$ cat config.mk
export PLATFORM = sky130hd
export DESIGN_NAME = player_motion_ctrl
export DESIGN_NICKNAME = d
export VERILOG_FILES = /design/src/rtl/vga_pkg.sv /design/src/rtl/rect_overlap.sv /design/src/rtl/player_motion_ctrl.sv
export SDC_FILE = /design/constraint.sdc
export NUM_CORES = 1
export LEC_CHECK = 0
export ABC_AREA = 1
export CORE_UTILIZATION = 46
export CTS_CLUSTER_DIAMETER = 120
export DETAILED_ROUTE_END_ITERATION = 8
export PLACE_DENSITY = 0.75
export SLEW_MARGIN = 15
export SYNTH_ARGS = -nofsm -noshare
export SYNTH_HDL_FRONTEND = slang
export SYNTH_SLANG_ARGS = --single-unit
$ cat constraint.sdc
create_clock -name pixel_clk -period 5.4 [get_ports pixel_clk]
set_clock_uncertainty 0.05 [all_clocks]
set_input_delay 1.62 -clock pixel_clk [delete_from_list [all_inputs] [get_ports pixel_clk]]
set_output_delay 1.62 -clock pixel_clk [all_outputs]
set_load 0.1 [all_outputs]
$ cat src/rtl/vga_pkg.sv
// -----------------------------------------------------------------------------
// vga_pkg
// Shared constants and types for the VGA player-motion block.
//   SCREEN_W / SCREEN_H : visible raster size in pixels
//   TICK_V_DEF / TICK_H_DEF : raster position of the once-per-frame update tick
//   STEP_DEF / SQ_LEN_DEF   : default motion step and square edge offset
//   motion_state_t          : update FSM state encoding
// -----------------------------------------------------------------------------
package vga_pkg;

    localparam int SCREEN_W   = 640;
    localparam int SCREEN_H   = 480;
    localparam int TICK_V_DEF = 481;
    localparam int TICK_H_DEF = 0;
    localparam int STEP_DEF   = 2;
    localparam int SQ_LEN_DEF = 20;

    typedef enum logic [2:0] {
        IDLE   = 3'd0,
        LATCH  = 3'd1,
        MOVE_X = 3'd2,
        MOVE_Y = 3'd3,
        DONE   = 3'd4
    } motion_state_t;

endpackage

$ cat src/rtl/rect_overlap.sv
// -----------------------------------------------------------------------------
// rect_overlap
// Combinational test of whether a square at (left, top) with edge offset
// `length` touches an inclusive wall rectangle. Inclusive on every side so the
// result agrees with what the renderer draws.
// Ports:
//   left, top        : square top-left corner
//   length           : edge offset (right = left+length, bottom = top+length)
//   wall_h_min/max   : wall horizontal extent, inclusive
//   wall_v_min/max   : wall vertical extent, inclusive
//   hit              : 1 when the square and the wall overlap
// -----------------------------------------------------------------------------
module rect_overlap
    import vga_pkg::*;
(
    input  logic [10:0] left,
    input  logic [10:0] top,
    input  logic [10:0] length,
    input  logic [10:0] wall_h_min,
    input  logic [10:0] wall_h_max,
    input  logic [10:0] wall_v_min,
    input  logic [10:0] wall_v_max,
    output logic        hit
);

    // One extra bit so right/bottom edges never wrap.
    logic [11:0] w_right;
    logic [11:0] w_bottom;

    assign w_right  = {1'b0, left} + {1'b0, length};
    assign w_bottom = {1'b0, top}  + {1'b0, length};

    assign hit = (left <= wall_h_max) &&
                 (w_right >= {1'b0, wall_h_min}) &&
                 (top <= wall_v_max) &&
                 (w_bottom >= {1'b0, wall_v_min});

endmodule

$ cat src/rtl/player_motion_ctrl.sv
// -----------------------------------------------------------------------------
// player_motion_ctrl
// Moves a square sprite once per video frame from level-sensitive direction
// buttons, clamps it to the screen and refuses any axis move that would make
// it touch the obstacle rectangle. X is resolved first, then Y using the
// already committed X.
// Ports:
//   pixel_clk, rst          : clock, asynchronous active-high reset
//   hcounter, vcounter      : VGA raster counters (frame tick source)
//   up/down/left/right      : direction buttons, level
//   wall_h_min..wall_v_max  : obstacle rectangle, inclusive bounds
//   pos_x, pos_y            : committed square position
//   blocked_x, blocked_y    : axis move rejected in the last update
//   collision               : blocked_x | blocked_y of the last update
//   update_done             : one-cycle pulse at the end of each update
//   LED                     : sticky collision indicator
// -----------------------------------------------------------------------------
module player_motion_ctrl
    import vga_pkg::*;
#(
    parameter int START_X = 100,
    parameter int START_Y = 100,
    parameter int STEP    = STEP_DEF,
    parameter int SQ_LEN  = SQ_LEN_DEF,
    parameter int TICK_V  = TICK_V_DEF,
    parameter int TICK_H  = TICK_H_DEF
) (
    input  logic        pixel_clk,
    input  logic        rst,
    input  logic [10:0] hcounter,
    input  logic [10:0] vcounter,
    input  logic        up,
    input  logic        down,
    input  logic        left,
    input  logic        right,
    input  logic [10:0] wall_h_min,
    input  logic [10:0] wall_h_max,
    input  logic [10:0] wall_v_min,
    input  logic [10:0] wall_v_max,
    output logic [10:0] pos_x,
    output logic [10:0] pos_y,
    output logic        blocked_x,
    output logic        blocked_y,
    output logic        collision,
    output logic        update_done,
    output logic        LED
);

    localparam logic [10:0]        MAX_X  = 11'(SCREEN_W - SQ_LEN);
    localparam logic [10:0]        MAX_Y  = 11'(SCREEN_H - SQ_LEN);
    localparam logic signed [12:0] STEP_S = 13'(STEP);
    localparam logic signed [12:0] ZERO_S = 13'sd0;

    // Saturating add of a signed step to an unsigned coordinate; a negative
    // result pins to 0 so a left/up move near the edge never wraps to 2047.
    function automatic logic [10:0] sat_axis(
        input logic [10:0]        pos,
        input logic signed [12:0] vel,
        input logic [10:0]        hi
    );
        logic signed [12:0] sum;
        sum = $signed({2'b00, pos}) + vel;
        if (sum < ZERO_S)
            return 11'd0;
        else if (sum > $signed({2'b00, hi}))
            return hi;
        else
            return sum[10:0];
    endfunction

    motion_state_t      r_state;
    logic               r_cond;
    logic               r_cond_d;
    logic signed [12:0] r_vx;
    logic signed [12:0] r_vy;
    logic [10:0]        r_pos_x;
    logic [10:0]        r_pos_y;
    logic               r_blocked_x;
    logic               r_blocked_y;
    logic               r_collision;
    logic               r_update_done;
    logic               r_led;

    logic        w_tick;
    logic [10:0] w_cand_x;
    logic [10:0] w_cand_y;
    logic [10:0] w_ov_left;
    logic [10:0] w_ov_top;
    logic        w_hit;
    logic        w_blk_x;
    logic        w_blk_y;

    assign w_tick   = r_cond & ~r_cond_d;
    assign w_cand_x = sat_axis(r_pos_x, r_vx, MAX_X);
    assign w_cand_y = sat_axis(r_pos_y, r_vy, MAX_Y);

    // The single overlap checker is shared: MOVE_X tests (cand_x, pos_y),
    // MOVE_Y tests (pos_x, cand_y) where pos_x is already the committed value.
    assign w_ov_left = (r_state == MOVE_Y) ? r_pos_x  : w_cand_x;
    assign w_ov_top  = (r_state == MOVE_Y) ? w_cand_y : r_pos_y;

    rect_overlap u_overlap (
        .left       (w_ov_left),
        .top        (w_ov_top),
        .length     (11'(SQ_LEN)),
        .wall_h_min (wall_h_min),
        .wall_h_max (wall_h_max),
        .wall_v_min (wall_v_min),
        .wall_v_max (wall_v_max),
        .hit        (w_hit)
    );

    assign w_blk_x = (r_vx != ZERO_S) && w_hit;
    assign w_blk_y = (r_vy != ZERO_S) && w_hit;

    // Per-frame velocity captured in LATCH; pure data, no reset needed since
    // it is always rewritten before MOVE_X/MOVE_Y consume it.
    always_ff @(posedge pixel_clk) begin
        if (r_state == LATCH) begin
            unique case ({left, right})
                2'b10:   r_vx <= -STEP_S;
                2'b01:   r_vx <= STEP_S;
                default: r_vx <= ZERO_S;
            endcase
            unique case ({up, down})
                2'b10:   r_vy <= -STEP_S;
                2'b01:   r_vy <= STEP_S;
                default: r_vy <= ZERO_S;
            endcase
        end
    end

    always_ff @(posedge pixel_clk or posedge rst) begin
        if (rst) begin
            r_state       <= IDLE;
            r_cond        <= 1'b0;
            r_cond_d      <= 1'b0;
            r_pos_x       <= 11'(START_X);
            r_pos_y       <= 11'(START_Y);
            r_blocked_x   <= 1'b0;
            r_blocked_y   <= 1'b0;
            r_collision   <= 1'b0;
            r_update_done <= 1'b0;
            r_led         <= 1'b0;
        end else begin
            // Registered tick condition plus delayed copy for edge detection.
            r_cond        <= (vcounter == 11'(TICK_V)) && (hcounter == 11'(TICK_H));
            r_cond_d      <= r_cond;
            r_update_done <= 1'b0;

            unique case (r_state)
                IDLE: begin
                    if (w_tick)
                        r_state <= LATCH;
                end
                LATCH: begin
                    r_state <= MOVE_X;
                end
                MOVE_X: begin
                    r_blocked_x <= w_blk_x;
                    if (!w_blk_x)
                        r_pos_x <= w_cand_x;
                    r_state <= MOVE_Y;
                end
                MOVE_Y: begin
                    r_blocked_y <= w_blk_y;
                    if (!w_blk_y)
                        r_pos_y <= w_cand_y;
                    // Loaded here so both are visible during the DONE cycle.
                    r_update_done <= 1'b1;
                    r_collision   <= r_blocked_x | w_blk_y;
                    if (r_blocked_x | w_blk_y)
                        r_led <= 1'b1;
                    r_state <= DONE;
                end
                DONE: begin
                    r_state <= IDLE;
                end
                default: begin
                    r_state <= IDLE;
                end
            endcase
        end
    end

    assign pos_x       = r_pos_x;
    assign pos_y       = r_pos_y;
    assign blocked_x   = r_blocked_x;
    assign blocked_y   = r_blocked_y;
    assign collision   = r_collision;
    assign update_done = r_update_done;
    assign LED         = r_led;

endmodule

=== Yosys cells after proc, flatten, opt, wreduce, memory -nomap -nowiden ===
Cells that the tools add are included.
W data, S select, Z words.

* Bitwise operators: 5
* Equality and inequality tests: 9
* Reduce and logical (&&, ||, !) cells: 13
* Muxes and demuxes: 11
* $add $sub $neg: 4
* $lt $le $gt $ge: 8

{| class="wikitable"
|+ Operators by type and width
! operator !! count
|-
| $mux W11 || 6
|-
| $pmux W13 S2 || 2
|-
| $add A12 B13 Y13 || 2
|-
| $lt A13 B1 Y1 const B || 2
|-
| $reduce_bool A13 Y1 || 2
|-
| $add A11 B5 Y12 const B || 2
|-
| $ge A12 B11 Y1 || 2
|-
| $le A11 B11 Y1 || 2
|-
| $gt A13 B10 Y1 const B || 1
|-
| $gt A13 B11 Y1 const B || 1
|-
| $pmux W3 S4 || 1
|-
| $eq A11 B9 Y1 const B || 1
|-
| $logic_not A11 Y1 || 1
|-
| $eq A3 B2 Y1 const B || 2
|-
| $logic_and A1 B1 Y1 || 6
|-
| $reduce_and A2 Y1 || 3
|-
| $eq A2 B1 Y1 const B || 2
|-
| $eq A2 B2 Y1 const B || 2
|-
| $eq A3 B1 Y1 const B || 1
|-
| $logic_not A3 Y1 || 1
|-
| $mux W3 || 1
|-
| $not A1 Y1 || 3
|-
| $ne A2 B2 Y1 const B || 1
|-
| $and A1 B1 Y1 || 1
|-
| other kinds (2) || 2
|}

* Input port bits: 72
* Flip-flop bits (word level): 58
* Logic and storage cells: 62

=== Logic depth before layout (Yosys ltp) ===
Gate-level depths: netlist of run 1.

* Depth after elaboration: 13
* Depth in mapped cells: 34
* Gate-level depth less buffers: 33

=== Cells and area by module ===
Synthesis of run 1 repeated with hierarchy kept, for this count alone.

* Cell total of the unflattened synthesis: 817
* Area, all modules: 5445.2 µm²

{| class="wikitable"
|+ Modules (own cells, without submodules)
! module !! area an instance (µm²) !! seq. area each (µm²) !! times used !! cells each
|-
| player_motion_ctrl || 3206.8 || 928.4 || 1 || 474
|-
| rect_overlap || 2238.4 || 0.0 || 1 || 343
|}

=== Worst setup path after synthesis of run 1 ===
No wires, ideal clock.

* Path kind: register -> register
* Start: register r_pos_y[1] (netlist: pos_y[1])
* End: register r_pos_x[0] (netlist: pos_x[0])
* Arrival: 4853 ps
* Stages on the path, launching flop included: 33
* Slack: 428 ps
* Period minus slack after synthesis: 4972 ps
* Buffers on the path: 1
* Path through: dfrtp_1 -> ha_1 -> inv_1 -> fa_1 -> inv_1 -> nand3_1 -> nand2_1 -> nand2_1 -> nand2_1 -> nand2_1 -> nand2_2 -> nand3_4 -> nor2_8 -> nand3_2 -> nand3_1 -> nand2_1 -> ha_1 -> or2_2 -> nand2_1 -> xor2_1 -> inv_1 -> ha_1 -> nand4_1 -> o221ai_1 -> nand3_1 -> nand2_1 -> a21oi_1 -> a21oi_4 -> nand3_4 -> nand2_4 -> buf_12 -> nand2_2 -> nand2_2

* Cells in the longest elaborated chain, start to end: 11
* Elaborated cells on any way between the ends: 14
* Those cells by class: add/sub (2); order compare (4); mux (3); bitwise (1); reduce/logical (4)

{| class="wikitable"
|+ RTL lines
! element !! line !! text
|-
| start: declaration || player_motion_ctrl.sv:77 || <nowiki>logic [10:0] r_pos_y;</nowiki>
|-
| start signal: assignment || player_motion_ctrl.sv:139 || <nowiki>r_pos_y <= 11'(START_Y);</nowiki>
|-
| start signal: assignment || player_motion_ctrl.sv:168 || <nowiki>r_pos_y <= w_cand_y;</nowiki>
|-
| $add A12 B13 Y13 || player_motion_ctrl.sv:62 || <nowiki>sum = $signed({2'b00, pos}) + vel;</nowiki>
|-
| $gt A13 B10 Y1 || player_motion_ctrl.sv:65 || <nowiki>else if (sum > $signed({2'b00, hi}))</nowiki>
|-
| $mux W11 || player_motion_ctrl.sv:65 ||
|-
| $mux W11 || player_motion_ctrl.sv:63 || <nowiki>if (sum < ZERO_S)</nowiki>
|-
| $mux W11 * || player_motion_ctrl.sv:100 || <nowiki>assign w_ov_top = (r_state == MOVE_Y) ? w_cand_y : r_pos_y;</nowiki>
|-
| $add A11 B5 Y12 or $le A11 B11 Y1 (tied branches) || rect_overlap.sv:31, rect_overlap.sv:35 ||
|-
| $ge A12 B11 Y1 or $logic_and A1 B1 Y1 (tied branches) || rect_overlap.sv:36, rect_overlap.sv:34 ||
|-
| $logic_and A1 B1 Y1 * || rect_overlap.sv:35 || <nowiki>(top <= wall_v_max) &&</nowiki>
|-
| $logic_and A1 B1 Y1 * || player_motion_ctrl.sv:113 || <nowiki>assign w_blk_x = (r_vx != ZERO_S) && w_hit;</nowiki>
|-
| $not A1 Y1 (no source line) * || n/a ||
|-
| $reduce_and A2 Y1 (no source line) * || n/a ||
|-
| end signal: assignment || player_motion_ctrl.sv:138 || <nowiki>r_pos_x <= 11'(START_X);</nowiki>
|-
| end signal: assignment || player_motion_ctrl.sv:162 || <nowiki>r_pos_x <= w_cand_x;</nowiki>
|-
| end: declaration || player_motion_ctrl.sv:76 || <nowiki>logic [10:0] r_pos_x;</nowiki>
|}

Every way passes the cells marked *; elsewhere a longest branch is shown, timed or not.
A chain may end at the register's enable or synchronous reset.

=== Worst setup path in the final report of run 1 ===
* Start: register r_pos_y[2] (netlist: pos_y[2])
* End: register r_pos_y[9] (netlist: pos_y[9])

* Cells in the longest elaborated chain, start to end: 11
* Elaborated cells on any way between the ends: 14
* Those cells by class: add/sub (2); order compare (4); mux (3); bitwise (1); reduce/logical (4)

{| class="wikitable"
|+ RTL lines
! element !! line !! text
|-
| $add A12 B13 Y13 || player_motion_ctrl.sv:62 ||
|-
| $gt A13 B10 Y1 || player_motion_ctrl.sv:65 ||
|-
| $mux W11 || player_motion_ctrl.sv:65 ||
|-
| $mux W11 || player_motion_ctrl.sv:63 ||
|-
| $mux W11 || player_motion_ctrl.sv:100 ||
|-
| $add A11 B5 Y12 or $le A11 B11 Y1 (tied branches) || rect_overlap.sv:31, rect_overlap.sv:35 ||
|-
| $ge A12 B11 Y1 or $logic_and A1 B1 Y1 (tied branches) || rect_overlap.sv:36, rect_overlap.sv:34 ||
|-
| $logic_and A1 B1 Y1 || rect_overlap.sv:35 ||
|-
| $logic_and A1 B1 Y1 || player_motion_ctrl.sv:114 || <nowiki>assign w_blk_y = (r_vy != ZERO_S) && w_hit;</nowiki>
|-
| $not A1 Y1 (no source line) || n/a ||
|-
| $reduce_and A2 Y1 (no source line) || n/a ||
|}

Several ways; a longest one is shown, not always the timed one.

==> reports/qor.yml, run 1 <==
yosys:
  synth_cell_types: 49
  synthesis.nets: 899
  syn_area_per_cell_um2: 6.733
  synthCells: 755
  ys_seq_area_frac: 0.1826
  synth_warnings: 0
  ys_ff_latch: 36
  synth.cell_area_um2: 5084
finish:
  final_cell_mix: "nand2_1, inv_1, clkdlybuf4s50_1"
  layout.nets: 998
  design_area_um2: 6274
  fin_cells: 995
  area_growth_pct: 23.41
  final_layout_size_suffix_gt1_frac: 0.1357
  final_common_cell: "nand2_1"
  antenna_cells: 0
  nFillCells: 1004
power:
  p_leak_uw: 0.003491
  ir_worst_vdd_uv: 410.1
  p_total_uw: 3826
  p_per_area_nw_per_um2: 609.9
clocking:
  cts_root_buf: "clkbuf_8"
  post_cts_resized: 0
  path_clk_slew_ns: 0.08
  cts_tree: "built"
  ctsHtreeMaxLevel: 2
  clock_latency_ns: 0.29
  cts_sinks: 36
  cts_setup_buffers: 0
  clock_path_buffers: 2
  numCtsBuffers: 5
  hold_buffers: 0
critical_path:
  cpMostUsedCell: "nand2_1"
  crit_type: "reg2reg"
  cpPeakStageDelay_ns: 0.61
  reg2reg_setup_slack_ns: 0.62
  r2r_start: "pos_y[2]$_DFFE_PP1P_"
  crit_arrival_ns: 4.96
  r2r-end: "pos_y[9]$_DFFE_PP0P_"
  cp-start-kind: "register"
  r2r_cells: 30
  endpoint_kind: "register"
  cp.required_ns: 5.58
  crit_slowest_cell: "dfstp_2"
  critPathMaxFanout: 11
detailed_routing:
  vias: 4896
  drc: 0
  drtPass1Iterations: 5
  drt_iter0_markers: 299
  wirelength_um: 11940
  drt.antenna.violating_nets: 0
  routedWlPerCell_um: 12.00
  viasPerCell: 4.921
timing:
  setup_viol: 0
  max_slew_margin: 0.3266
  hold_violations: 0
  worstMarginPinSlew_ns: 1.007
  fmax_mhz: 209.1
  fin_setup_tns_ns: 0
  rsz0062_at_grt: "false"
  drv_slew: 0
  period_share: 0.8855
  layout_min_cycle_time_ns: 4.782
global_routing:
  grt_pass1_wl_um: 20090
  grt_antenna_before_repair: 0
  gr-usage-all-layers: 0.2163
  grt_pass1_vias: 4466
  grt_max_degree: 33
  grt_overflow: 0
run_status:
  status: "complete, no violations"
hold_path:
  hold_class: "reg2reg"
  hold_end: "r_cond_d$_DFF_PP0_"
  hold_start: "r_cond$_DFF_PP0_"
  whs_path_depth: 0
floorplan:
  rows: 38
  initial_core_util: 0.4710
  die_y_um: 107.1
  ios: 99
  die_w_um: 107.1
  die-area_um2: 11480
  core_area_um2: 10790
placed_design:
  post-place-cells: 985
  place_congestion: 0.9347
  numPortBuffers: 98
  dp_hpwl_um: 9997
  place_area_um2: 6162
run:
  cap_violations: 0
==> registers in the layout, indices dropped and copies added, names as in the netlist <==
name,flops
pos_x,11
pos_y,11
r_state,3
r_vx,2
r_vy,2
LED,1
blocked_x,1
blocked_y,1
collision,1
r_cond,1
r_cond_d,1
update_done,1
==> cell usage after synthesis (all sizes together) <==
| cell | number | area, µm² |
|---|---|---|
| a21boi | 5 | 37.54 |
| a21oi | 37 | 222.7 |
| a221oi | 1 | 8.760 |
| buf | 8 | 81.32 |
| clkbuf | 3 | 21.27 |
| dfrtp | 26 | 650.6 |
| dfstp | 6 | 157.7 |
| edfxtp | 4 | 120.1 |
| fa | 2 | 40.04 |
| ha | 70 | 875.8 |
| inv | 160 | 600.6 |
| nand2 | 237 | 1035 |
| nand2b | 1 | 6.260 |
| nand3 | 72 | 430.4 |
| nand3b | 6 | 45.04 |
| nand4 | 21 | 188.9 |
| nor2 | 49 | 225.2 |
| nor3 | 2 | 15.01 |
| nor3b | 1 | 7.510 |
| nor4 | 4 | 25.02 |
| nor4b | 1 | 8.760 |
| o21ai | 14 | 81.33 |
| o21bai | 1 | 7.510 |
| o221ai | 2 | 17.52 |
| o31ai | 1 | 7.510 |
| o41ai | 1 | 8.760 |
| or2 | 7 | 43.79 |
| xnor2 | 6 | 52.55 |
| xor2 | 7 | 61.31 |
==> area by class of cell <==
type | instances | area [µm²] | area share
multi-input combinational | 548 | 3455 | 0.5507
timing repair buffer | 103 | 1018 | 0.1623
sequential | 36 | 928.4 | 0.1480
inverter | 160 | 600.6 | 0.09573
tap | 140 | 175.2 | 0.02792
clock buffer | 6 | 82.58 | 0.01316
clock inverter | 2 | 13.76 | 0.002194
==> power by group <==
part	internal, µW	switching (µW)	leakage, µW	total [µW]
combinational	990	2110	0.00300	3100
clock	104	99.5	0.0000516	204
sequential	390	129	0.000438	519
total	1480	2340	0.00349	3830
==> critical path, delay by kind of cell (launching register included) <==
family	cells	cell delay, ns
flip-flops	1	0.61
AND/OR/NAND/NOR	19	2.19
buffers and inverters	4	0.31
adder cells (fa/ha/maj)	3	0.94
AO/OA/AOI/OAI	3	0.48
XOR/XNOR	1	0.14
==> routing by layer <==
metal / routed length [µm] / vias to the layer above / track usage / share of wire
li1: - / 2584 / - / -
met1: 6002 / 2147 / 0.3030 / 0.50
met2: 4994 / 149 / 0.3512 / 0.42
met3: 757 / 16 / 0.02857 / 0.063
met4: 188 / 0 / 0.05186 / 0.016
met5: 0 / - / 0 / 0
==> stage by stage <==
stage                     hold slack (ns)  setup WS, ns  utilization
after floorplan                    0.3041        0.4276            -
after global placement             0.3179        0.5441       0.5709
after detailed placement           0.3189        0.4293       0.5709
after CTS                          0.3375        0.4202       0.5799
after global routing               0.3583      0.001812       0.5813
final                              0.3317        0.6183       0.5813
==> how the worst max path moves through the flow <==
| stage | from | endpoint | slack [ns] | cells past startpoint |
|---|---|---|---|---|
| 6_report | pos_y[2]$_DFFE_PP1P_ | pos_y[9]$_DFFE_PP0P_ | 0.62 | 30 |
| 5_1_grt | pos_x[1]$_DFFE_PP0P_ | pos_y[9]$_DFFE_PP0P_ | 0.002 | 31 |
| 4_1_cts | r_vy[11]$_DFFE_PP_ | pos_y[9]$_DFFE_PP0P_ | 0.42 | 30 |
| 3_5_place_dp | r_vy[11]$_DFFE_PP_ | pos_y[9]$_DFFE_PP0P_ | 0.43 | 30 |
| 3_3_place_gp | r_vy[11]$_DFFE_PP_ | blocked_y$_DFFE_PP0P_ | 0.54 | 30 |
| 2_1_floorplan | pos_y[1]$_DFFE_PP0P_ | pos_x[0]$_DFFE_PP0P_ | 0.43 | 32 |
==> cell families after synthesis <==
family | Yosys count | share of synthesized area
AOI/OAI and AO/OA | 62 | 0.07704
adders and majority gates | 72 | 0.1802
and+or+nand+nor | 401 | 0.3995
DFF | 36 | 0.1826
buffers and inverters | 171 | 0.1383
xor gates and xnor gates | 13 | 0.02240
Note: power is estimated with default switching activity, not from simulation.
==> inputs of run 2 (changes only) <==
--- a/config.mk
+++ b/config.mk
@@ -6,6 +6,7 @@
 export NUM_CORES = 1
 export LEC_CHECK = 0
 export ABC_AREA = 1
+export CAP_MARGIN = 20
 export CORE_UTILIZATION = 46
 export CTS_CLUSTER_DIAMETER = 120
 export DETAILED_ROUTE_END_ITERATION = 8
==> results of run 2 <==
Final layout, timing and power as in run 1 (identical DEF).
==> inputs of run 3 (changes only) <==
--- a/config.mk
+++ b/config.mk
@@ -5,12 +5,11 @@
 export SDC_FILE = /design/constraint.sdc
 export NUM_CORES = 1
 export LEC_CHECK = 0
-export ABC_AREA = 1
 export CAP_MARGIN = 20
 export CORE_UTILIZATION = 46
 export CTS_CLUSTER_DIAMETER = 120
 export DETAILED_ROUTE_END_ITERATION = 8
-export PLACE_DENSITY = 0.75
+export PLACE_DENSITY = 0.76
 export SLEW_MARGIN = 15
 export SYNTH_ARGS = -nofsm -noshare
 export SYNTH_HDL_FRONTEND = slang
==> run 3 against run 2 <==
Net effect: the run now ends with setup timing left; area after synthesis shrank 3.2%; final cell count shrank 10%; register-to-register slack lost 0.65 ns; sequential power shrank 6.4%; power grew 20%; combinational power grew 26%; worst setup slack lost 0.65 ns; first-iteration DRC count shrank 9.4%; wire length grew 26%; clock-buffer cell count grew 1; critical path depth shrank 6.
==> reports/qor.yml, run 3 <==
yosys:
  synthCells: 579  # was 755
  synth_warnings: 0  # unchanged
  synth_cell_types: 90  # was 49
  synth_area_leaders: "ha_1, dfrtp_1, inv_1, a21oi_1, dfstp_2"  # was ha_1, nand2_1, dfrtp_1, inv_1, nand3_1
  yosysTopAreaCell: "ha_1"  # unchanged
  synth_flop_cell: "dfrtp_1"  # unchanged
  netlist_top_cells_count: "inv_1, ha_1, nand2_1, nor2_1, a21oi_1"  # was nand2_1, inv_1, ha_1
  syn_area_per_cell_um2: 8.499  # was 6.733 µm²
  synth.cell_area_um2: 4921  # was 5084 µm²
  yosys.area.top_type_share: 0.1780  # was 0.1723
  synthArstFlopShare: 0.8889  # unchanged
  synth_edf_count: 4  # unchanged
  synthMostInstantiatedCell: "inv_1"  # was nand2_1
  synthesis.nets: 723  # was 899
  ys_seq_area_frac: 0.1887  # was 0.1826
  ys_ff_latch: 36  # unchanged
global_routing:
  grt_pass1_wl_um: 24010  # was 20090 µm
  grt_antenna_before_repair: 0  # unchanged
  grt_pass1_vias: 5100  # was 4466
  grt_overflow: 0  # unchanged
  gr-usage-all-layers: 0.2660  # was 0.2163
  grt_max_degree: 38  # was 33
timing:
  setup_viol: 6  # was 0
  hold_violations: 0  # unchanged
  finalWorstSetupSlack_ns: -0.03595  # was 0.6183 ns
  whs_ns: 0.3246  # was 0.3317 ns
  worstMarginPinSlew_ns: 1.001  # was 1.007 ns
  max_slew_margin: 0.3308  # was 0.3266
  drv_slew: 0  # unchanged
  fmax_mhz: 184.0  # was 209.1 MHz
  period_share: 1.007  # was 0.8855
  rsz0062_at_grt: "true"  # was false
  layout_min_cycle_time_ns: 5.436  # was 4.782 ns
finish:
  layout.nets: 901  # was 998
  final_layout_size_suffix_gt1_frac: 0.2559  # was 0.1357
  nFillCells: 831  # was 1004
  final_common_cell: "clkdlybuf4s50_1"  # was nand2_1
  final_cell_mix: "clkdlybuf4s50_1, buf_4, inv_1"  # was nand2_1, inv_1, clkdlybuf4s50_1
  area_growth_pct: 44.24  # was 23.41%
  antenna_cells: 0  # unchanged
detailed_routing:
  viasPerCell: 5.758  # was 4.921
  drtPass1Iterations: 4  # was 5
  routedWlPerCell_um: 16.82  # was 12.00 µm
  drc: 0  # unchanged
  drt_iter0_markers: 271  # was 299
  vias: 5148  # was 4896
  wirelength_um: 15040  # was 11940 µm
  drt.antenna.violating_nets: 0  # unchanged
power:
  p_comb_frac: 0.850  # was 0.811
  p_total_uw: 4586  # was 3826 µW
  p_per_area_nw_per_um2: 646.0  # was 609.9 nW/µm²
  ir_worst_vdd_uv: 672.9  # was 410.1 µV
  swShare: 0.5279  # was 0.6122
  power_frac_clock: 0.044  # was 0.053
  p_switching_uw: 2421  # was 2343 µW
  pwr-share-seq: 0.106  # was 0.136
  internal-power_uw: 2165  # was 1484 µW
  p_leak_uw: 0.003320  # was 0.003491 µW
clocking:
  path_clk_slew_ns: 0.08  # about the same
  hold_buffers: 0  # unchanged
  cts_sinks: 36  # unchanged
  cts_tree: "built"  # unchanged
  clock_path_buffers: 2  # unchanged
  cts_root_buf: "clkbuf_8"  # unchanged
  clock_latency_ns: 0.29  # about the same
  ctsHtreeMaxLevel: 2  # unchanged
  numCtsBuffers: 5  # unchanged
floorplan:
  rows: 37  # was 38
  ios: 99  # unchanged
  die_w_um: 105.4  # was 107.1 µm
  die-area_um2: 11120  # was 11480 µm²
  initial_core_util: 0.4745  # was 0.4710
  core_area_um2: 10370  # was 10790 µm²
  die_y_um: 105.4  # was 107.1 µm
placed_design:
  dp_hpwl_um: 12100  # was 9997 µm
  place_congestion: 0.9471  # was 0.9347
  numPortBuffers: 98  # unchanged
hold_path:
  hold_class: "reg2reg"  # unchanged
  hold_start: "r_cond$_DFF_PP0_"  # unchanged
  whs_path_depth: 0  # unchanged
  hold_end: "r_cond_d$_DFF_PP0_"  # unchanged
run:
  cap_violations: 0  # unchanged
run_status:
  violations: "setup timing"
  status: "finished with violations"  # was complete, no violations
critical_path:
  crit_type: "reg2reg"  # unchanged
  cp-start-kind: "register"  # unchanged
  r2r_cells: 24  # was 30
  critPathMaxFanout: 5  # was 11
  r2r_start: "pos_x[2]$_DFFE_PP1P_"  # was pos_y[2]$_DFFE_PP1P_
  endpoint_kind: "register"  # unchanged
  cp.required_ns: 5.52  # was 5.58 ns
  r2r-end: "pos_y[0]$_DFFE_PP0P_"  # was pos_y[9]$_DFFE_PP0P_
  crit_arrival_ns: 5.56  # was 4.96 ns
  reg2reg_setup_slack_ns: -0.04  # was 0.62 ns
## run 3: power by group through the flow
| stage | clock network (µW) | registers, µW | logic [µW] |
|---|---|---|---|
| 3_3_place_gp | 0 | 479 | 3490 |
| 5_1_grt | 212 | 494 | 4190 |
| 2_1_floorplan | 0 | 995 | 1960 |
| 3_5_place_dp | 0 | 483 | 3580 |
| 4_1_cts | 202 | 479 | 3710 |
| 6_report | 201 | 486 | 3900 |
## run 3: stage by stage
step / std cells / setup slack, ns / util / TNS, ns / area [µm²]
floorplan: 579 / -0.2497 / - / -1.060 / 5071
global placement: 876 / -0.07662 / 0.6456 / -0.3181 / 6695
detailed placement: 876 / -0.2215 / 0.6456 / -2.539 / 6695
CTS: 891 / -0.06677 / 0.6672 / -0.2201 / 6919
global route: 894 / -0.2526 / 0.6845 / -4.096 / 7098
finish: 894 / -0.03595 / 0.6845 / -0.08457 / 7098
## run 3: kinds of logic after synthesis
logic type	Yosys count	synth area share
xor gates and xnor gates	23	0.04475
DFF	36	0.1887
AOI/OAI and AO/OA	168	0.2667
buffers and inverters	89	0.08085
adders and majority gates	72	0.1861
muxes	18	0.04526
and+or+nand+nor	173	0.1876
## run 3: how the worst max path moves through the flow
stage,start,endpoint,slack [ns],cells after the start
after floorplan,pos_x[1]$_DFFE_PP0P_,pos_y[4]$_DFFE_PP0P_,-0.25,24
after global placement,r_vx[11]$_DFFE_PP_,pos_y[0]$_DFFE_PP0P_,-0.08,25
after detailed placement,pos_x[2]$_DFFE_PP1P_,pos_y[0]$_DFFE_PP0P_,-0.22,24
after CTS,pos_x[2]$_DFFE_PP1P_,pos_x[6]$_DFFE_PP1P_,-0.07,25
after global routing,r_vx[11]$_DFFE_PP_,pos_y[0]$_DFFE_PP0P_,-0.25,24
final,pos_x[2]$_DFFE_PP1P_,pos_y[0]$_DFFE_PP0P_,-0.04,24
## run 3: worst max-delay path, cell delays in order (launching register included)
cell and delay (ns):
dfstp_4 0.63, inv_2 0.04, fa_2 0.33, nand2b_4 0.17, a21o_4 0.23, a32o_2 0.29, o22ai_4 0.18, o22ai_4 0.11
nor2_4 0.14, a21oi_2 0.07, mux2i_1 0.18, inv_1 0.09, ha_2 0.18, or2b_4 0.25, a31oi_4 0.17, nor2_2 0.05
xnor2_1 0.15, ha_1 0.32, a2111o_1 0.39, a31o_4 0.22, a221oi_4 0.32, o21ai_2 0.14, buf_4 0.17, and3_4 0.16
o31a_1 0.28
## run 3: final cells by class
class	count	area, µm²	share of cell area
multi-input combinational	454	3905	0.5502
timing repair buffer	183	1687	0.2376
sequential	36	953.4	0.1343
inverter	77	289.0	0.04072
tap	136	170.2	0.02397
clock buffer	7	86.33	0.01216
clock inverter	1	7.507	0.001058
## run 3: repair_timing
item                       CTS  global route
gates resized for setup     15            37
pin swaps                   15            11
gates cloned                 1             0
buffers inserted             6             3
setup endpoints to repair   24            25
hold endpoints to repair     0             0
## run 3: routing by layer
metal | wire (µm) | share of wire | vias up | global-route usage
met5 | 0 | 0 | - | 0
met4 | 528 | 0.035 | 0 | 0.1076
met3 | 865 | 0.058 | 40 | 0.02845
met2 | 7608 | 0.51 | 182 | 0.4770
met1 | 6035 | 0.40 | 2450 | 0.3232
li1 | - | - | 2476 | -
